File: src/rtl/palette_pkg.sv
`default_nettype none
// ============================================================================
// Module      : palette_pkg
// Description : Shared opcodes, command field positions and FSM state
//               encoding for the palette command controller.
// Revision    : 1.0 - initial release
// ============================================================================
package palette_pkg;

    // Palette opcodes carried in the command word; every other value is a NOP
    localparam logic [4:0] OP_WRITE = 5'b10011;
    localparam logic [4:0] OP_CLEAR = 5'b11100;

    // Command word field positions
    localparam int OPC_MSB   = 15;
    localparam int OPC_LSB   = 11;
    localparam int HALF_BIT  = 10;  // 0 = RG half, 1 = BX half

    // Payload word channel positions (MSB of each channel, CHAN_W wide)
    localparam int CHAN0_MSB = 15;
    localparam int CHAN1_MSB = 7;

    typedef enum logic [1:0] {
        ST_IDLE  = 2'd0,
        ST_DATA  = 2'd1,
        ST_CLEAR = 2'd2
    } palState_t;

endpackage : palette_pkg
`default_nettype wire

File: src/rtl/palette_ram.sv
`default_nettype none
// ============================================================================
// Module      : palette_ram
// Description : Simple dual-port palette storage. One write port with
//               separate enables for the RG part and the B part of an entry,
//               one synchronous read port (read-before-write on collision).
//               The storage array is not reset; only the read register is.
// Ports       : clk, rst_n    - clock, synchronous active-low reset
//               i_weRG, i_weB - write enables for {R,G} and {B}
//               i_wrAddr      - write slot
//               i_wrData      - {R,G,B} write data
//               i_rdEn        - read request
//               i_rdAddr      - read slot
//               o_rdData      - registered {R,G,B}, held while i_rdEn=0
// Revision    : 1.0 - initial release
// ============================================================================
module palette_ram #(
    parameter int DEPTH  = 16,
    parameter int CHAN_W = 8,
    parameter int ADDR_W = $clog2(DEPTH)
) (
    input  logic                  clk,
    input  logic                  rst_n,
    input  logic                  i_weRG,
    input  logic                  i_weB,
    input  logic [ADDR_W-1:0]     i_wrAddr,
    input  logic [3*CHAN_W-1:0]   i_wrData,
    input  logic                  i_rdEn,
    input  logic [ADDR_W-1:0]     i_rdAddr,
    output logic [3*CHAN_W-1:0]   o_rdData
);

    logic [3*CHAN_W-1:0] r_mem [DEPTH];

    always_ff @(posedge clk) begin
        if (i_weRG) begin
            r_mem[i_wrAddr][3*CHAN_W-1:CHAN_W] <= i_wrData[3*CHAN_W-1:CHAN_W];
        end
        if (i_weB) begin
            r_mem[i_wrAddr][CHAN_W-1:0] <= i_wrData[CHAN_W-1:0];
        end
    end

    // Non-blocking read sees the pre-edge contents, giving read-before-write
    always_ff @(posedge clk) begin
        if (!rst_n) begin
            o_rdData <= '0;
        end else if (i_rdEn) begin
            o_rdData <= r_mem[i_rdAddr];
        end
    end

endmodule : palette_ram
`default_nettype wire

File: src/rtl/palette_cmd_ctrl.sv
`default_nettype none
// ============================================================================
// Module      : palette_cmd_ctrl
// Description : Palette controller on the GPU command path. Decodes 16-bit
//               commands (valid/ready), performs two-beat half-entry writes,
//               a SLOTS-cycle clear sweep (also after every reset) and serves
//               a one-cycle-latency colour lookup port.
// Ports       : clk, rst_n          - clock, synchronous active-low reset
//               cmd_valid/cmd_data  - command or payload word
//               cmd_ready           - word accepted this cycle when valid
//               busy                - clear sweep in progress
//               rd_en/rd_slot       - lookup request and index
//               rd_valid/rd_rgb     - registered lookup result {R,G,B}
// Revision    : 1.0 - initial release
// ============================================================================
module palette_cmd_ctrl
    import palette_pkg::*;
#(
    parameter int SLOTS  = 16,
    parameter int CHAN_W = 8,
    parameter int SLOT_W = $clog2(SLOTS)
) (
    input  logic                  clk,
    input  logic                  rst_n,
    input  logic                  cmd_valid,
    input  logic [15:0]           cmd_data,
    output logic                  cmd_ready,
    output logic                  busy,
    input  logic                  rd_en,
    input  logic [SLOT_W-1:0]     rd_slot,
    output logic                  rd_valid,
    output logic [3*CHAN_W-1:0]   rd_rgb
);

    localparam logic [SLOT_W-1:0] c_lastSlot = SLOT_W'(SLOTS - 1);

    palState_t             r_state;
    palState_t             w_nextState;
    logic [SLOT_W-1:0]     r_slot;
    logic                  r_half;
    logic [SLOT_W-1:0]     r_clrPtr;
    logic                  w_latch;
    logic                  w_weRG;
    logic                  w_weB;
    logic [SLOT_W-1:0]     w_wrAddr;
    logic [3*CHAN_W-1:0]   w_wrData;
    logic [4:0]            w_opcode;

    assign w_opcode = cmd_data[OPC_MSB:OPC_LSB];

    always_ff @(posedge clk) begin
        if (!rst_n) begin
            r_state  <= ST_CLEAR;
            r_clrPtr <= '0;
            r_slot   <= '0;
            r_half   <= 1'b0;
            rd_valid <= 1'b0;
        end else begin
            r_state  <= w_nextState;
            rd_valid <= rd_en;
            if (w_latch) begin
                r_slot <= cmd_data[SLOT_W-1:0];
                r_half <= cmd_data[HALF_BIT];
            end
            if (r_state == ST_CLEAR) begin
                r_clrPtr <= r_clrPtr + 1'b1;
            end else begin
                r_clrPtr <= '0;
            end
        end
    end

    // Payload layout matches the entry layout: first channel lands in R and
    // in B, second in G, so the half enables alone pick what is stored.
    always_comb begin
        w_nextState = r_state;
        w_latch     = 1'b0;
        w_weRG      = 1'b0;
        w_weB       = 1'b0;
        w_wrAddr    = r_slot;
        w_wrData    = {cmd_data[CHAN0_MSB -: CHAN_W],
                       cmd_data[CHAN1_MSB -: CHAN_W],
                       cmd_data[CHAN0_MSB -: CHAN_W]};
        cmd_ready   = 1'b0;
        busy        = 1'b0;

        case (r_state)
            ST_IDLE: begin
                cmd_ready = 1'b1;
                if (cmd_valid) begin
                    if (w_opcode == OP_WRITE) begin
                        w_latch     = 1'b1;
                        w_nextState = ST_DATA;
                    end else if (w_opcode == OP_CLEAR) begin
                        w_nextState = ST_CLEAR;
                    end
                end
            end
            ST_DATA: begin
                cmd_ready = 1'b1;
                if (cmd_valid) begin
                    w_weRG      = ~r_half;
                    w_weB       = r_half;
                    w_nextState = ST_IDLE;
                end
            end
            ST_CLEAR: begin
                busy     = 1'b1;
                w_weRG   = 1'b1;
                w_weB    = 1'b1;
                w_wrAddr = r_clrPtr;
                w_wrData = '0;
                if (r_clrPtr == c_lastSlot) begin
                    w_nextState = ST_IDLE;
                end
            end
            default: begin
                w_nextState = ST_CLEAR;
            end
        endcase

        // While reset is asserted nothing is accepted and a pending payload
        // write must not land in the RAM.
        if (!rst_n) begin
            cmd_ready = 1'b0;
            busy      = 1'b1;
            w_latch   = 1'b0;
            w_weRG    = 1'b0;
            w_weB     = 1'b0;
        end
    end

    palette_ram #(
        .DEPTH  (SLOTS),
        .CHAN_W (CHAN_W),
        .ADDR_W (SLOT_W)
    ) u_ram (
        .clk      (clk),
        .rst_n    (rst_n),
        .i_weRG   (w_weRG),
        .i_weB    (w_weB),
        .i_wrAddr (w_wrAddr),
        .i_wrData (w_wrData),
        .i_rdEn   (rd_en),
        .i_rdAddr (rd_slot),
        .o_rdData (rd_rgb)
    );

endmodule : palette_cmd_ctrl
`default_nettype wire

File: config.mk
export PLATFORM = sky130hd
export DESIGN_NAME = palette_cmd_ctrl
export DESIGN_NICKNAME = d
export VERILOG_FILES = /design/src/rtl/palette_pkg.sv /design/src/rtl/palette_ram.sv /design/src/rtl/palette_cmd_ctrl.sv
export SDC_FILE = /design/constraint.sdc
export NUM_CORES = 1
export LEC_CHECK = 0
export ABC_AREA = 1
export CORE_MARGIN = 2
export CORE_UTILIZATION = 57
export DETAILED_ROUTE_END_ITERATION = 8
export GPL_TIMING_DRIVEN = 0
export HOLD_SLACK_MARGIN = 0.1
export PLACE_DENSITY_LB_ADDON = 0.05
export SLEW_MARGIN = 20
export SYNTH_ARGS = -nofsm -noshare
export SYNTH_HDL_FRONTEND = slang
export SYNTH_HIERARCHICAL = 1
export SYNTH_SLANG_ARGS = --single-unit
File: constraint.sdc
create_clock -name clk -period 5.3 [get_ports clk]
set_clock_uncertainty 0.15 [all_clocks]
set_input_delay 1.325 -clock clk [delete_from_list [all_inputs] [get_ports clk]]
set_output_delay 1.325 -clock clk [all_outputs]
set_load 0.02 [all_outputs]
**After elaboration in Yosys (flattened, before gate mapping)**

Memory sizes are Yosys's and may differ from the RTL's. A register that Yosys moved wholly into a read port is not among the register bits.
Cells that the tools add are included.

- Bits in registers: 12
- Memory bits (writable): 384
- Input bits: 24
- Output and inout port bits: 27
- Logic and storage cells: 48
- Memories kept: 1

- Add/subtract/negate cells: 1
- Eq/ne operators: 9
- Multiplexer cells: 26
- Bitwise gates (word level): 1
- Reductions and logical operators: 5

Memories:

| memory | depth | width | read ports | clocked after Yosys merged registers in | wr ports | RTL line | RTL |
|---|---|---|---|---|---|---|---|
| u_ram.r_mem | 16 | 24 | 1 | 1 | 1 | palette_ram.sv:33 | `logic [3*CHAN_W-1:0] r_mem [DEPTH];` |

Operator list:

| cell | count |
|---|---|
| $mux W24 | 1 |
| $mux W1 | 16 |
| $eq A5 B5 Y1 const B | 2 |
| $mux W2 | 5 |
| $pmux W2 S3 | 1 |
| $add A4 B1 Y4 const B | 1 |
| $eq A4 B4 Y1 const B | 1 |
| $mux W4 | 1 |
| $ne A2 B2 Y1 const B | 2 |
| $pmux W1 S2 | 2 |
| $reduce_and A4 Y1 | 1 |
| $ne A3 B3 Y1 const B | 1 |
| $eq A2 B1 Y1 const B | 1 |
| $eq A2 B2 Y1 const B | 1 |
| $logic_not A2 Y1 | 1 |
| $ne A2 B1 Y1 const B | 1 |
| $reduce_and A2 Y1 | 1 |
| $reduce_or A2 Y1 | 1 |
| $logic_not A1 Y1 | 1 |
| $not A1 Y1 | 1 |

**Depth between registers and ports, before layout**

- Depth after elaboration: 6
- Gate-level depth with buffers: 11
- Mapped depth without buffers: 9

**Cells and area by module**

Netlist, hierarchy kept.

By module, submodules not included:

| module | times used | cells an instance | area each (sq um) | sequential area each (sq um) |
|---|---|---|---|---|
| palette_ram | 1 | 1447 | 16448.3 | 12011.5 |
| palette_cmd_ctrl | 1 | 135 | 837.1 | 240.2 |

**Least setup slack after synthesis**

Ideal clock, no wire load.

- Kind: input to register
- Start point: input rst_n
- End point: memory u_ram/r_mem[11][10] (netlist name), enable pin
- Library setup time: 409 ps
- Arrival: 2874 ps
- Required time: 4741 ps
- Setup slack: 1867 ps
- Stages: 4
- Buffers on the path: 0
- Cell sequence: inv_1 -> nor3_1 -> inv_1 -> nor3_1

- Word-level cells in the longest chain between the ends: 3

Ends and longest elaborated chain:

| what | RTL line | RTL |
|---|---|---|
| start: declaration | palette_cmd_ctrl.sv:24 | `input logic rst_n,` |
| $mux W1 | palette_cmd_ctrl.sv:124 | `if (!rst_n) begin` |
| named net w_weRG | palette_cmd_ctrl.sv:43 | `logic w_weRG;` |
| $mux W1 | palette_ram.sv:36 | `if (i_weRG) begin` |
| $mux W1 (implied by the code) | palette_ram.sv:37 | `r_mem[i_wrAddr][3*CHAN_W-1:CHAN_W] <= i_wrData[3*CHAN_W-1:CHAN_W];` |
| end: declaration | palette_ram.sv:33 |  |

The timed path passes the listed nets, and every way through them passes these cells.

**Worst setup path after layout**

- Start point: input rst_n
- End point: output cmd_ready

- Word-level cells in the longest chain between the ends: 1

Ends and longest elaborated chain:

| what | RTL line | RTL |
|---|---|---|
| $mux W1 | palette_cmd_ctrl.sv:124 |  |
| end: declaration | palette_cmd_ctrl.sv:27 | `output logic cmd_ready,` |

Every way passes these cells.

==> results by group <==
Drt
  • Iteration-0 DRC count of the detailed router: 1327
  • Post-detailed-route count of antenna-violating nets: 0
  • DRT Wirelength: 45100 µm
  • Via count normalized by instance count: 5.66
  • Wire length on met3: 3520 µm
  • Router iterations before antenna repair: 8
  • Routed length on met1: 18200 µm
  • Routed via count: around 12000
  • Number of DRC violations after detailed routing: 0
  • Highest Signal Layer: met4
  • Average detailed-routed wire length per instance: 21.2 µm
  • Routed wl met2: 22000 µm

Setup path
  • Element type at the critical path end: output pin
  • Origin of the critical flop-to-flop path: r_state[0]
  • CP Data Arrival Time: between 3 and 4 ns
  • Slack of the worst reg-to-reg path: between 2 and 2.5 ns
  • Category of the critical setup timing path: primary input to output pin
  • Category of the worst setup path launch point: primary input
  • Data required time of the critical path: 3.83 ns
  • Largest driver fanout on the critical path: 8
  • CP startpoint: rst_n

Placement
  • Buffers on Ports: 48
  • Pre-CTS worst setup slack: around 0.7 ns
  • Cell area reported after detailed placement: ~0.019 mm²
  • Placer's final routability congestion estimate: roughly 0.89
  • HPWL after detailed placement: 31500 µm

Outcome
  • Status: complete, no violations

STA
  • Upper clock frequency limit: ~220 MHz
  • Tightest Pin Transition: between 1 and 1.5 ns
  • Final setup fails: 0
  • RSZ-0062 raised after global routing: no
  • Final setup margin: 0.696 ns
  • Slew HR: ~28%
  • Count of endpoints failing hold in the final timing report: 0
  • Portion of the clock cycle consumed by the worst path in the final layout: 86.9%
  • Minimum clock period after layout: between 4 and 5 ns
  • Fin. max-slew vios: 0

GRT
  • First-pass GRT wire length: around 67000 µm
  • Largest net degree at the start of global routing: 29
  • Initial antenna violation count: 1
  • Global-route congestion overflow total: 0
  • Vias in the first global route: ~11000
  • Global routing usage summed across all routing layers: 29.0%

Pwr
  • Leakage dissipation: 7.76 nW
  • Pwr dens: between 300 and 400 mW/mm²
  • Max VDD drop: 0.325 mV

Floorplan
  • Total number of placement rows: 63
  • Effective utilization at floorplan: 58.2%
  • Die extent in x: 178 µm
  • I/O pin cnt: 51
  • Die area: 0.0317 mm²
  • Vertical die dimension: ~180 µm
  • Area of the core: 0.0297 mm²

Synth
  • Average footprint of a synthesized cell: 10.9 µm²
  • Most repeated cell in the gate-level netlist after synthesis: sky130_fd_sc_hd__nand2_1
  • Main synth FF type: sky130_fd_sc_hd__edfxtp_1
  • Leading post-synthesis cells by cell area: sky130_fd_sc_hd__edfxtp_1 67%, sky130_fd_sc_hd__nand2_1 12%, sky130_fd_sc_hd__nand3_1 9.4%
  • Count of synthesis-stage warnings from yosys: 6
  • Number of distinct library cells after synthesis: 27
  • #FFs+latches synth: 420
  • EDFF count, synth: 384
  • Synthesized area: 0.0173 mm²
  • FFs w/ async S/R, synth: 0%
  • Yosys top cell by area: sky130_fd_sc_hd__edfxtp_1
  • Gate count after technology mapping: 1582
  • Share of synthesized area occupied by flip-flops and latches: 70.9%
  • Mapped Nets: about 1600
  • Top cells by instance count after synthesis: 547 x sky130_fd_sc_hd__nand2_1, 384 x sky130_fd_sc_hd__edfxtp_1, 323 x sky130_fd_sc_hd__nand3_1
  • Area fraction of the dominant cell type after synthesis: 66.7%

Finish
  • Net total in the final layout: 1731
  • Finished Cell Area: 0.0201 mm²
  • Filler cell count: 2214
  • Area added between synthesis and finish: 16.5%
  • Proportion of layout cells with a drive suffix above 1: 11.3%

CTS
  • Clk root buf: sky130_fd_sc_hd__clkbuf_16
  • Number of buffers added for setup after CTS: 0
  • Clock transition at the registers of the reported paths: 0.06 ns
  • Hold buffers post-CTS: 0
  • Clock tree from TritonCTS: yes
  • Number of resized instances in the post-cts repair step: 0
  • Count of H-tree levels built during CTS: 2
  • CTS Buffer Depth: 3
  • Clock net sink count: 420
  • Latest clock arrival within the worst-skew pair: roughly 0.54 ns
  • Number of buffers added by the clock tree synthesis step: 43

Min path
  • HP Class: register to register
  • Launch instance of the worst min-delay path: r_slot[2]

Job
  • Maximum capacitance violations: 0
## worst paths after layout
check	to	cells after the start
max reg2reg	u_ram/r_mem[11][17]	9
min	r_slot[2]	2
max	cmd_ready	4
min reg2reg	r_slot[2]	2
## power by group
part	total (mW)	internal, mW	switching, mW
sequential	3.64	3.62	0.0185
combinational	0.488	0.156	0.333
clock	2.83	1.60	1.22
total	6.95	5.38	1.57
## final cells by class
type,count,area [µm²],share of cell area [%]
diodes,1,2.50,0.0124
plain buffers,90,474,2.35
clock buffers,55,1120,5.57
clock inverters,23,184,0.913
inverters,68,260,1.29
multi-input cells,1004,4460,22.1
flip-flops and latches,420,12300,60.8
well taps,390,488,2.42
repair buffers,75,903,4.49
## sequential cells by signal, summed over array words and instances, names as in the netlist
register	count
r_clrPtr	4
r_slot	4
rd_valid	1
u_ram/o_rdData	24
r_half	1
r_state	2
u_ram/r_mem	384
## cells in the final DEF (no fill, tap or decap), drive strengths merged, types with 12 or more instances in the layout
| cell | netlist | layout |
|---|---|---|
| nor2 | 102 | 102 |
| clkinv | 2 | 17 |
| inv | 66 | 71 |
| clkbuf | 21 | 76 |
| nor3 | 12 | 12 |
| dfxtp | 36 | 36 |
| buf | 69 | 96 |
| clkdlybuf4s50 | 0 | 48 |
| nand2 | 547 | 547 |
| nand3 | 325 | 325 |
| edfxtp | 384 | 384 |
## cell families after synthesis
group	count (synthesis)	share of synthesized area (%)
AO/OA/AOI/OAI	13	0.471
buffers and inverters	158	4.25
AND/OR/NAND/NOR	986	24.0
adder cells (fa/ha/maj)	5	0.362
flip-flops	420	70.9
## metal layers
metal	track usage, %	vias up
met3	4.28	93
li1	-	5646
met4	9.26	0
met5	0	-
met1	39.6	5791
met2	48.4	503
## critical path, stage by stage
cell                              delay, ns
sky130_fd_sc_hd__clkdlybuf4s50_1       0.75
sky130_fd_sc_hd__inv_1                 0.23
sky130_fd_sc_hd__nor2_1                0.18
sky130_fd_sc_hd__clkdlybuf4s50_1       0.64
## per-stage QoR
step | power, mW | instances | utilization (%) | TNS [ns] | hold slack, ns
final | 6.95 | 2126 | 67.8 | 0 | 0.323
after global routing | 7.15 | 2125 | 67.8 | 0 | 0.339
after CTS | 6.99 | 2125 | 67.8 | 0 | 0.327
after detailed placement | 4.19 | 2047 | 63.4 | 0 | 0.310
after global placement | 4.17 | 2020 | 61.4 | -15.01 | 0.299
after floorplan | 3.99 | 1582 | - | 0 | 0.280
Power figures use the tool's default switching activity.
